==> src/rtl/csr_file_if.sv <==
// CSR file port bundle: read port, commit port, retire/trap strobes, fetch targets.
// Latency: n/a (wires only).
// Backpressure: none; every signal is a single-cycle strobe or level.
// master: execute/trap side, drives addresses, write data and strobes.
// slave : csr_file, returns read data, illegal flags and fetch targets.
interface csr_file_if;
  logic [11:0] rd_addr;
  logic [31:0] rd_data;
  logic        rd_illegal;
  logic        wr_en;
  logic [11:0] wr_addr;
  logic [31:0] wr_data;
  logic        wr_illegal;
  logic        instret_inc;
  logic        trap_valid;
  logic [31:0] trap_pc;
  logic [31:0] trap_cause;
  logic [31:0] mtvec_out;
  logic [31:0] mepc_out;

  modport master (
    output rd_addr, wr_en, wr_addr, wr_data, instret_inc,
    output trap_valid, trap_pc, trap_cause,
    input  rd_data, rd_illegal, wr_illegal, mtvec_out, mepc_out
  );

  modport slave (
    input  rd_addr, wr_en, wr_addr, wr_data, instret_inc,
    input  trap_valid, trap_pc, trap_cause,
    output rd_data, rd_illegal, wr_illegal, mtvec_out, mepc_out
  );
endinterface

==> src/rtl/csr_file.sv <==
// Machine-mode CSR file: mtvec/mscratch/mepc/mcause, 64-bit mcycle/minstret, trap capture.
// Latency: reads and illegal flags are combinational; writes/traps/increments visible next cycle.
// Backpressure: none; a commit or trap is always accepted in the cycle it is presented.
// Ports: clk, rst_n (async active-low), bus (csr_file_if.slave).
// Parameter MTVEC_RESET: reset value of mtvec, bits [1:0] forced to zero.
// Macro SAIL_CSR_COUNTERS_EN: builds the cycle/instret counters; when undefined the
// counter addresses stay mapped, read as zero and silently drop writes.
module csr_file #(
  parameter logic [31:0] MTVEC_RESET = 32'h0000_0000
) (
  input  logic       clk,
  input  logic       rst_n,
  csr_file_if.slave  bus
);

  logic [31:0] mtvec_q, mscratch_q, mepc_q, mcause_q;
  logic [31:0] cyc_lo, cyc_hi, ins_lo, ins_hi;
  logic        wr_ok;
  logic        unused_bits;

  // Only the M-mode RW set is writable; the 0xCxx user aliases are read-only.
  always_comb begin
    bus.wr_illegal = 1'b0;
    if (bus.wr_en) begin
      case (bus.wr_addr)
        12'h305, 12'h340, 12'h341, 12'h342,
        12'hB00, 12'hB80, 12'hB02, 12'hB82: bus.wr_illegal = 1'b0;
        default:                             bus.wr_illegal = 1'b1;
      endcase
    end
  end

  assign wr_ok = bus.wr_en & ~bus.wr_illegal;

  always_comb begin
    bus.rd_data    = 32'h0;
    bus.rd_illegal = 1'b0;
    case (bus.rd_addr)
      12'h305:          bus.rd_data = mtvec_q;
      12'h340:          bus.rd_data = mscratch_q;
      12'h341:          bus.rd_data = mepc_q;
      12'h342:          bus.rd_data = mcause_q;
      12'hB00, 12'hC00: bus.rd_data = cyc_lo;
      12'hB80, 12'hC80: bus.rd_data = cyc_hi;
      12'hB02, 12'hC02: bus.rd_data = ins_lo;
      12'hB82, 12'hC82: bus.rd_data = ins_hi;
      default:          bus.rd_illegal = 1'b1;
    endcase
  end

  always_ff @(posedge clk or negedge rst_n) begin
    if (!rst_n) begin
      mtvec_q    <= {MTVEC_RESET[31:2], 2'b00};
      mscratch_q <= 32'h0;
      mepc_q     <= 32'h0;
      mcause_q   <= 32'h0;
    end else begin
      if (wr_ok && bus.wr_addr == 12'h305) mtvec_q    <= {bus.wr_data[31:2], 2'b00};
      if (wr_ok && bus.wr_addr == 12'h340) mscratch_q <= bus.wr_data;
      // Trap capture overrides a same-cycle software write to mepc/mcause.
      if (bus.trap_valid) begin
        mepc_q   <= {bus.trap_pc[31:2], 2'b00};
        mcause_q <= bus.trap_cause;
      end else begin
        if (wr_ok && bus.wr_addr == 12'h341) mepc_q   <= {bus.wr_data[31:2], 2'b00};
        if (wr_ok && bus.wr_addr == 12'h342) mcause_q <= bus.wr_data;
      end
    end
  end

  assign bus.mtvec_out = mtvec_q;
  assign bus.mepc_out  = mepc_q;

`ifdef SAIL_CSR_COUNTERS_EN
  logic [63:0] mcycle_q, minstret_q;

  // A write to either half freezes the whole counter for that cycle: the written
  // half takes the new value, the other half neither increments nor takes a carry.
  always_ff @(posedge clk or negedge rst_n) begin
    if (!rst_n) begin
      mcycle_q   <= 64'h0;
      minstret_q <= 64'h0;
    end else begin
      if (wr_ok && bus.wr_addr == 12'hB00)      mcycle_q[31:0]  <= bus.wr_data;
      else if (wr_ok && bus.wr_addr == 12'hB80) mcycle_q[63:32] <= bus.wr_data;
      else                                      mcycle_q        <= mcycle_q + 64'd1;

      if (wr_ok && bus.wr_addr == 12'hB02)      minstret_q[31:0]  <= bus.wr_data;
      else if (wr_ok && bus.wr_addr == 12'hB82) minstret_q[63:32] <= bus.wr_data;
      else if (bus.instret_inc)                 minstret_q        <= minstret_q + 64'd1;
    end
  end

  assign cyc_lo = mcycle_q[31:0];
  assign cyc_hi = mcycle_q[63:32];
  assign ins_lo = minstret_q[31:0];
  assign ins_hi = minstret_q[63:32];
  assign unused_bits = ^bus.trap_pc[1:0];
`else
  assign cyc_lo = 32'h0;
  assign cyc_hi = 32'h0;
  assign ins_lo = 32'h0;
  assign ins_hi = 32'h0;
  assign unused_bits = ^{bus.trap_pc[1:0], bus.instret_inc};
`endif

endmodule
==> src/flat_wrapper.sv <==
// flat-port wrapper written by rule: the top's interface ports become plain ports
module csr_file_flat 
#(
  parameter logic [31:0] MTVEC_RESET = 32'h0000_0000
)
  (clk, rst_n, bus_rd_addr, bus_wr_en, bus_wr_addr, bus_wr_data, bus_instret_inc, bus_trap_valid, bus_trap_pc, bus_trap_cause, bus_rd_data, bus_rd_illegal, bus_wr_illegal, bus_mtvec_out, bus_mepc_out);
  csr_file_if bus_i ();
  input  logic clk;
  input  logic rst_n;
  input wire logic [$bits(bus_i.rd_addr)-1:0] bus_rd_addr;
  input wire logic [$bits(bus_i.wr_en)-1:0] bus_wr_en;
  input wire logic [$bits(bus_i.wr_addr)-1:0] bus_wr_addr;
  input wire logic [$bits(bus_i.wr_data)-1:0] bus_wr_data;
  input wire logic [$bits(bus_i.instret_inc)-1:0] bus_instret_inc;
  input wire logic [$bits(bus_i.trap_valid)-1:0] bus_trap_valid;
  input wire logic [$bits(bus_i.trap_pc)-1:0] bus_trap_pc;
  input wire logic [$bits(bus_i.trap_cause)-1:0] bus_trap_cause;
  output wire logic [$bits(bus_i.rd_data)-1:0] bus_rd_data;
  output wire logic [$bits(bus_i.rd_illegal)-1:0] bus_rd_illegal;
  output wire logic [$bits(bus_i.wr_illegal)-1:0] bus_wr_illegal;
  output wire logic [$bits(bus_i.mtvec_out)-1:0] bus_mtvec_out;
  output wire logic [$bits(bus_i.mepc_out)-1:0] bus_mepc_out;
  assign bus_i.rd_addr = bus_rd_addr;
  assign bus_i.wr_en = bus_wr_en;
  assign bus_i.wr_addr = bus_wr_addr;
  assign bus_i.wr_data = bus_wr_data;
  assign bus_i.instret_inc = bus_instret_inc;
  assign bus_i.trap_valid = bus_trap_valid;
  assign bus_i.trap_pc = bus_trap_pc;
  assign bus_i.trap_cause = bus_trap_cause;
  assign bus_rd_data = bus_i.rd_data;
  assign bus_rd_illegal = bus_i.rd_illegal;
  assign bus_wr_illegal = bus_i.wr_illegal;
  assign bus_mtvec_out = bus_i.mtvec_out;
  assign bus_mepc_out = bus_i.mepc_out;
  csr_file #(.MTVEC_RESET(MTVEC_RESET)) u_core (.clk(clk), .rst_n(rst_n), .bus(bus_i));
endmodule
==> config.mk <==
export PLATFORM = sky130hd
export DESIGN_NAME = csr_file_flat
export DESIGN_NICKNAME = d
export VERILOG_FILES = /design/src/rtl/csr_file_if.sv /design/src/rtl/csr_file.sv /design/src/flat_wrapper.sv
export SDC_FILE = /design/constraint.sdc
export NUM_CORES = 1
export LEC_CHECK = 0
export CAP_MARGIN = 20
export CORE_MARGIN = 1
export CORE_UTILIZATION = 49
export DETAILED_ROUTE_END_ITERATION = 10
export PLACE_DENSITY_LB_ADDON = 0.1
export REMOVE_ABC_BUFFERS = 1
export SETUP_SLACK_MARGIN = 0.15
export SLEW_MARGIN = 40
export SYNTH_ARGS = -nofsm -noshare
export SYNTH_HDL_FRONTEND = slang
export SYNTH_SLANG_ARGS = --single-unit
==> constraint.sdc <==
create_clock -name clk -period 3.44 [get_ports clk]
set_input_delay 0.688 -clock clk [delete_from_list [all_inputs] [get_ports clk]]
set_output_delay 0.688 -clock clk [all_outputs]
set_load 0.05 [all_outputs]
==> summary.md, run 1 <==
| Metric | Value |
|---|---|
| GR Util met2 | `51.56%` |
| Setup TNS | `0 ps` |
| Power per cell area | `411.4 nW/um2` |
| Period utilization | `95.23%` |
| Syn_area_per_cell | `11.37 um2` |
| Multi-input gate area | `2977 um2` |
| Top_reg_cell synth | `dfrtp_1` |
| Post-route insts no fill | `957` |
| WP data required | `2750 ps` |
| Largest net degree at the start of global routing | `125` |
| Nature of the critical path startpoint | `primary input` |
| Post-Synthesis Cells | `543` |
| Die span in x | `114.3 um` |
| HPWL Detailed | `11860 um` |
| Htree depth | `4` |
| IO buf count | `215` |
| Vias/cell | `5.662` |
| Core area | `12160 um2` |
| Initial antenna violation count | `0` |
| Last weighted congestion value of the routability-driven placer | `0.7663` |
| TritonCTS clock tree | `built` |
| Sink Count | `124` |
| Core Rows | `40` |
| Die ar. | `13050 um2` |
| Fin. Hold Viols | `0` |
| CTS root buffer | `clkbuf_16` |
| Sw Share | `25.42%` |
| Number of fill cells | `708` |
| Max Cap Violations | `0` |
| GR Util met3 | `8.523%` |
| Post-route ant nets | `0` |
| 1st-pass router iterations | `5` |
| Worst slew pin tran | `840.3 ps` |
| Clk pwr share | `47.4%` |
| Headroom to the max-slew limit | `43.98%` |
| Critical Path Slowest Stage Cell | `or4bb_4` |
| Worst Path Max Fanout | `5` |
| Synth warnings | `0` |
| CP Class | `in -> out` |
| Met1 Track Usage GR | `37.32%` |
| Vias in the first global route | `5834` |
| Nets | `901` |
| Die Ht | `114.3 um` |
| First-pass GRT wire length | `30390 um` |
| Sequential power share | `38.8%` |
| CTS Buffer Depth | `2` |
| Starting Density | `50.77%` |
| Synth-to-Final Area Change | `59.88%` |
| Status | `complete, no violations` |
| Cell internal pwr | `3029 uW` |
| Clock transition at path regs | `60 ps` |
| Final Instance Area | `9872 um2` |
| Post-synth EDFFs | `0` |
| Register area | `3103 um2` |
| CP Cell Sequence | `dlygate4sd2_1 > or4bb_4 > nand4bb_4 > buf_4 > buf_12 > o21ai_0 > buf_4 > buf_12` |
| TritonCTS Buffers | `17` |
| Vias | `5419` |
| Drt drc | `0` |
| Max IR drop VDD | `0.0003045 V` |
| Leak | `0.004758 uW` |
| Cts hold-fix bufs | `0` |
| Reg2reg path depth | `2` |
| Commonest non-fill, non-tap cell in the layout | `clkdlybuf4s50_1` |
| Crit path capture type | `primary output` |
| GRT Max-Usage Layer | `met2` |
| Number of inserted diodes | `0` |
| Crit path time final | `3276 ps` |
| Setup slack, reg-to-reg | `2580 ps` |
| Most frequent cells in the layout | `167 x clkdlybuf4s50_1, 124 x dfrtp_1, 94 x mux2i_1, 69 x o21ai_0, 63 x nand2_1` |
| Final Core Density | `81.17%` |
| Async S/R FF share, synth | `100.0%` |
| WL final | `19600 um` |
| Seq/Total Area, Yosys | `50.25%` |
| Combinational share of power | `13.8%` |
| Delay of the slowest critical-path stage | `550 ps` |
| # setup viols final | `0` |
| Skew final | `0 ps` |
| Fmax | `305.2 MHz` |
| Initial DRC count | `419` |
| Total grt overflow | `0` |
| Dpl cells | `914` |
| Max Slew Vio Count | `0` |
| Yosys reg bits | `124` |
| I/O pin cnt | `223` |
| Unique masters post-synth | `37` |
| Total track usage | `30.89%` |
| Crit path DAT | `2590 ps` |
| Clock Latency Late Sink | `410 ps` |
| Worst hold path class | `in -> async` |
| Unrepaired setup endpoints after global routing | `yes` |
| Sw Pwr | `1032 uW` |
| Tot Pwr | `4062 uW` |
| Routed WL per cell | `20.48 um` |
| Area after DPL | `8936 um2` |
| Share of post-route cells with drive strength above 1 | `23.32%` |
| Post-synthesis cell area | `6175 um2` |
[layer usage]
metal  wire, um  part of all wire [%]
met1       7819                    40
met2       9763                    50
met3       1525                   7.8
met4        488                   2.5
met5          0                     0
[sequential cells by signal, summed over array words and instances, names as in the netlist]
name and cells:
u_core.bus.mepc_out 30, u_core.mcause_q 32, u_core.bus.mtvec_out 30, u_core.mscratch_q 32
[cell type report]
type	instances	area share (%)
repair buffers	254	29.73
inverters	1	0.03802
flip-flops and latches	124	31.43
well taps	168	2.129
multi-input cells	378	30.15
clock inverters	13	1.926
clock buffers	19	4.588
[power by group through the flow]
stage	logic (uW)	clock network, uW	registers, uW
floorplan	116	0	1710
global placement	538	0	1590
detailed placement	553	0	1600
CTS	560	1940	1580
global route	599	2000	1580
finish	560	1920	1580
[synth_stat cells (all sizes together) (2+ instances only)]
library cell | n | area, um2
a22oi | 30 | 225.2
buf | 22 | 137.6
clkbuf | 21 | 78.83
dfrtp | 124 | 3103
mux2 | 62 | 698.2
mux2i | 94 | 940.9
nand2 | 63 | 236.5
nand2b | 2 | 12.51
nand4 | 5 | 31.28
nand4bb | 2 | 22.52
nor2 | 3 | 11.26
nor3 | 2 | 10.01
nor4 | 4 | 52.55
nor4b | 3 | 41.29
o21ai | 92 | 460.4
[path summary, 6_finish.rpt]
kind	startpoint	end
worst min register to register	u_core.mscratch_q[7]	u_core.mscratch_q[7]
min in group clk	u_core.mscratch_q[7]	u_core.mscratch_q[7]
worst max register to register	u_core.bus.mepc_out[3]	u_core.bus.mepc_out[3]
worst min-delay path	rst_n	u_core.bus.mepc_out[5]
worst max-delay path	bus_rd_addr[11]	bus_rd_data[28]
max in group asynchronous	rst_n	u_core.bus.mtvec_out[27]
[worst max-delay path, delay by kind of cell]
family / cells / cell delay [ps]
compound gates: 1 / 180
buf+inv: 5 / 870
simple gates: 2 / 840
[cell families after synthesis]
| logic type | count (synthesis) | synth area share, % |
|---|---|---|
| multiplexers | 156 | 26.55 |
| AND/OR/NAND/NOR | 93 | 8.085 |
| AO/OA/AOI/OAI | 125 | 11.49 |
| buffers and inverters | 44 | 3.566 |
| flip-flops | 124 | 50.25 |
| other | 1 | 0.06073 |
[metrics by stage]
stage / hold slack, ps / setup slack (ps)
global placement: 476.2 / -29.79
finish: 231.9 / 163.9
global route: 270.6 / 99.00
floorplan: 392.4 / -632.6
CTS: 365.1 / 137.5
detailed placement: 487.7 / -74.03
[timing repair]
item	CTS	global route
gates cloned	5	0
pin swaps	5	4
endpoints found under the setup margin	33	25
buffers inserted	5	1
gates resized for setup	30	14
Power figures use the tool's default switching activity.
==> run 2, diff against run 1 <==
--- a/config.mk
+++ b/config.mk
@@ -16,3 +16,4 @@
 export SYNTH_ARGS = -nofsm -noshare
 export SYNTH_HDL_FRONTEND = slang
 export SYNTH_SLANG_ARGS = --single-unit
+export TNS_END_PERCENT = 5
==> run 2 against run 1 <==
  * Global-route usage down 1.2 points
  * Worst hold slack better by 2.0 ps
  * Design area rose by 0.33%
  * First-iteration DRC count is 13% lower
  * Total power up 0.22%
  * Critical endpoint is now bus_rd_data[24]
  * Largest cell class unchanged
==> summary.md, run 2 (synthesized netlist as in run 1, its figures left out) <==
| Metric | Value |
|---|---|
| Nets | `898` |
| Sequential power share | `38.7%` |
| Leak | `0.004807 uW` |
| Worst hold path class | `in -> async` |
| IO buf count | `215` |
| Crit path time final | `3252 ps` |
| Final Core Density | `81.44%` |
| Total grt overflow | `0` |
| R2R Path Start | `u_core.bus.mtvec_out[25]` |
| Fin. Hold Viols | `0` |
| CP Class | `in -> out` |
| Die span in x | `114.3 um` |
| Delay-heaviest family, CP | `buffers and inverters` |
| Clock Latency Late Sink | `410 ps` |
| Vias/cell | `5.726` |
| Post-route insts no fill | `954` |
| Worst slew pin tran | `618.8 ps` |
| CTS Buffer Depth | `2` |
| Initial DRC count | `364` |
| Commonest non-fill, non-tap cell in the layout | `clkdlybuf4s50_1` |
| Skew final | `0 ps` |
| Critical Path Stages | `9` |
| First-pass GRT wire length | `29390 um` |
| Sink Count | `124` |
| Share of post-route cells with drive strength above 1 | `24.17%` |
| CTS root buffer | `clkbuf_16` |
| Die Ht | `114.3 um` |
| Htree depth | `4` |
| Vias | `5463` |
| Max Slew Vio Count | `0` |
| Most frequent cells in the layout | `169 x clkdlybuf4s50_1, 124 x dfrtp_1, 94 x mux2i_1, 63 x nand2_1, 62 x o21ai_0` |
| Nature of the critical path startpoint | `primary input` |
| Setup slack, reg-to-reg | `2610 ps` |
| Crit path capture type | `primary output` |
| Regs by FF count | `u_core.mcause_q x32, u_core.mscratch_q x32` |
| Cell mode on critical path | `buf_12` |
| I/O pin cnt | `223` |
| Unrepaired setup endpoints after global routing | `no` |
| Total track usage | `29.66%` |
| Worst setup path end | `bus_rd_data[24]` |
| Tot Pwr | `4071 uW` |
| # setup viols final | `0` |
| CP Cell Sequence | `clkdlybuf4s50_1 > nand4bb_4 > nor4_4 > buf_6 > buf_12 > a22oi_1 > o21ai_1 > buf_4 > buf_12` |
| Max Cap Violations | `0` |
| Clk pwr share | `47.3%` |
| Vias in the first global route | `5685` |
| Sw Share | `25.46%` |
| Synth-to-Final Area Change | `60.41%` |
| Bufs and invs on worst path | `5` |
| HPWL Detailed | `11860 um` |
| WL final | `19810 um` |
| Headroom to the max-slew limit | `58.75%` |
| Core Rows | `40` |
| TritonCTS clock tree | `built` |
| Worst Path Max Fanout | `12` |
| Number of inserted diodes | `0` |
| Last weighted congestion value of the routability-driven placer | `0.7663` |
| Cell internal pwr | `3034 uW` |
| Routed WL per cell | `20.76 um` |
| Critical Path Slowest Stage Cell | `clkdlybuf4s50_1` |
| Sw Pwr | `1036 uW` |
| Starting Density | `50.77%` |
| 1st-pass router iterations | `5` |
| Initial antenna violation count | `0` |
| Core area | `12160 um2` |
| Dpl cells | `914` |
| Drt drc | `0` |
| Status | `complete, no violations` |
| Cts hold-fix bufs | `0` |
| Crit path DAT | `2560 ps` |
| Combinational share of power | `14.0%` |
| Die ar. | `13050 um2` |
| Reg2reg path depth | `1` |
| Post-route ant nets | `0` |
| Fmax | `307.5 MHz` |
| Period utilization | `94.54%` |
| Clock transition at path regs | `60 ps` |
| TritonCTS Buffers | `17` |
| Largest net degree at the start of global routing | `125` |
| Max IR drop VDD | `0.0002946 V` |
| Delay of the slowest critical-path stage | `500 ps` |
| Power per cell area | `411.0 nW/um2` |
| WP data required | `2750 ps` |
| Worst R2R End | `u_core.bus.mtvec_out[25]` |
| Setup TNS | `0 ps` |
| Crit path from | `bus_rd_addr[10]` |
-- run 2: layout make-up --
type / count / area (um2)
Sequential cell: 124 / 3103
Clock inverter: 13 / 190.2
Multi-Input combinational cell: 378 / 3010
Timing Repair Buffer: 251 / 2934
Fill cell: 696 / 2257
Clock buffer: 19 / 452.9
Tap cell: 168 / 210.2
Inverter: 1 / 3.754
-- run 2: what timing repair did --
item	in CTS	in global routing
setup buffers	1	1
pin swaps	2	8
setup endpoints to repair	33	33
resized for setup	10	47
gates cloned	2	3
-- run 2: worst min-delay path by stage --
| stage | startpoint | endpoint | slack [ps] |
|---|---|---|---|
| after CTS | rst_n | u_core.bus.mepc_out[5] | 370 |
| after detailed placement | u_core.mscratch_q[6] | u_core.mscratch_q[6] | 490 |
| final | rst_n | u_core.bus.mepc_out[5] | 230 |
| after global routing | rst_n | u_core.bus.mepc_out[5] | 270 |
| after global placement | u_core.mscratch_q[7] | u_core.mscratch_q[7] | 480 |
| after floorplan | rst_n | u_core.bus.mepc_out[10] | 390 |
-- run 2: per-stage QoR --
stage          setup WS (ps)  instance area [um2]  hold slack [ps]
6_report               187.7                 9905            233.9
5_1_grt                100.6                 9905            271.1
4_1_cts               0.5238                 9678            365.1
3_5_place_dp          -74.03                 8936            487.7
3_3_place_gp          -29.79                 8932            476.2
2_1_floorplan         -632.6                 5969            392.4
-- run 2: metal layers --
layer | global-route usage (%) | routed length [um]
met5 | 0 | 0
met4 | 14.20 | 523
met3 | 7.358 | 1512
met2 | 49.90 | 10080
met1 | 35.78 | 7690
-- run 2: power by group through the flow --
stage / Clock, uW / Sequential [uW] / Combinational, uW
final: 1920 / 1580 / 569
after global routing: 2000 / 1580 / 607
after CTS: 1940 / 1580 / 560
after detailed placement: 0 / 1600 / 553
after global placement: 0 / 1590 / 538
after floorplan: 0 / 1710 / 116
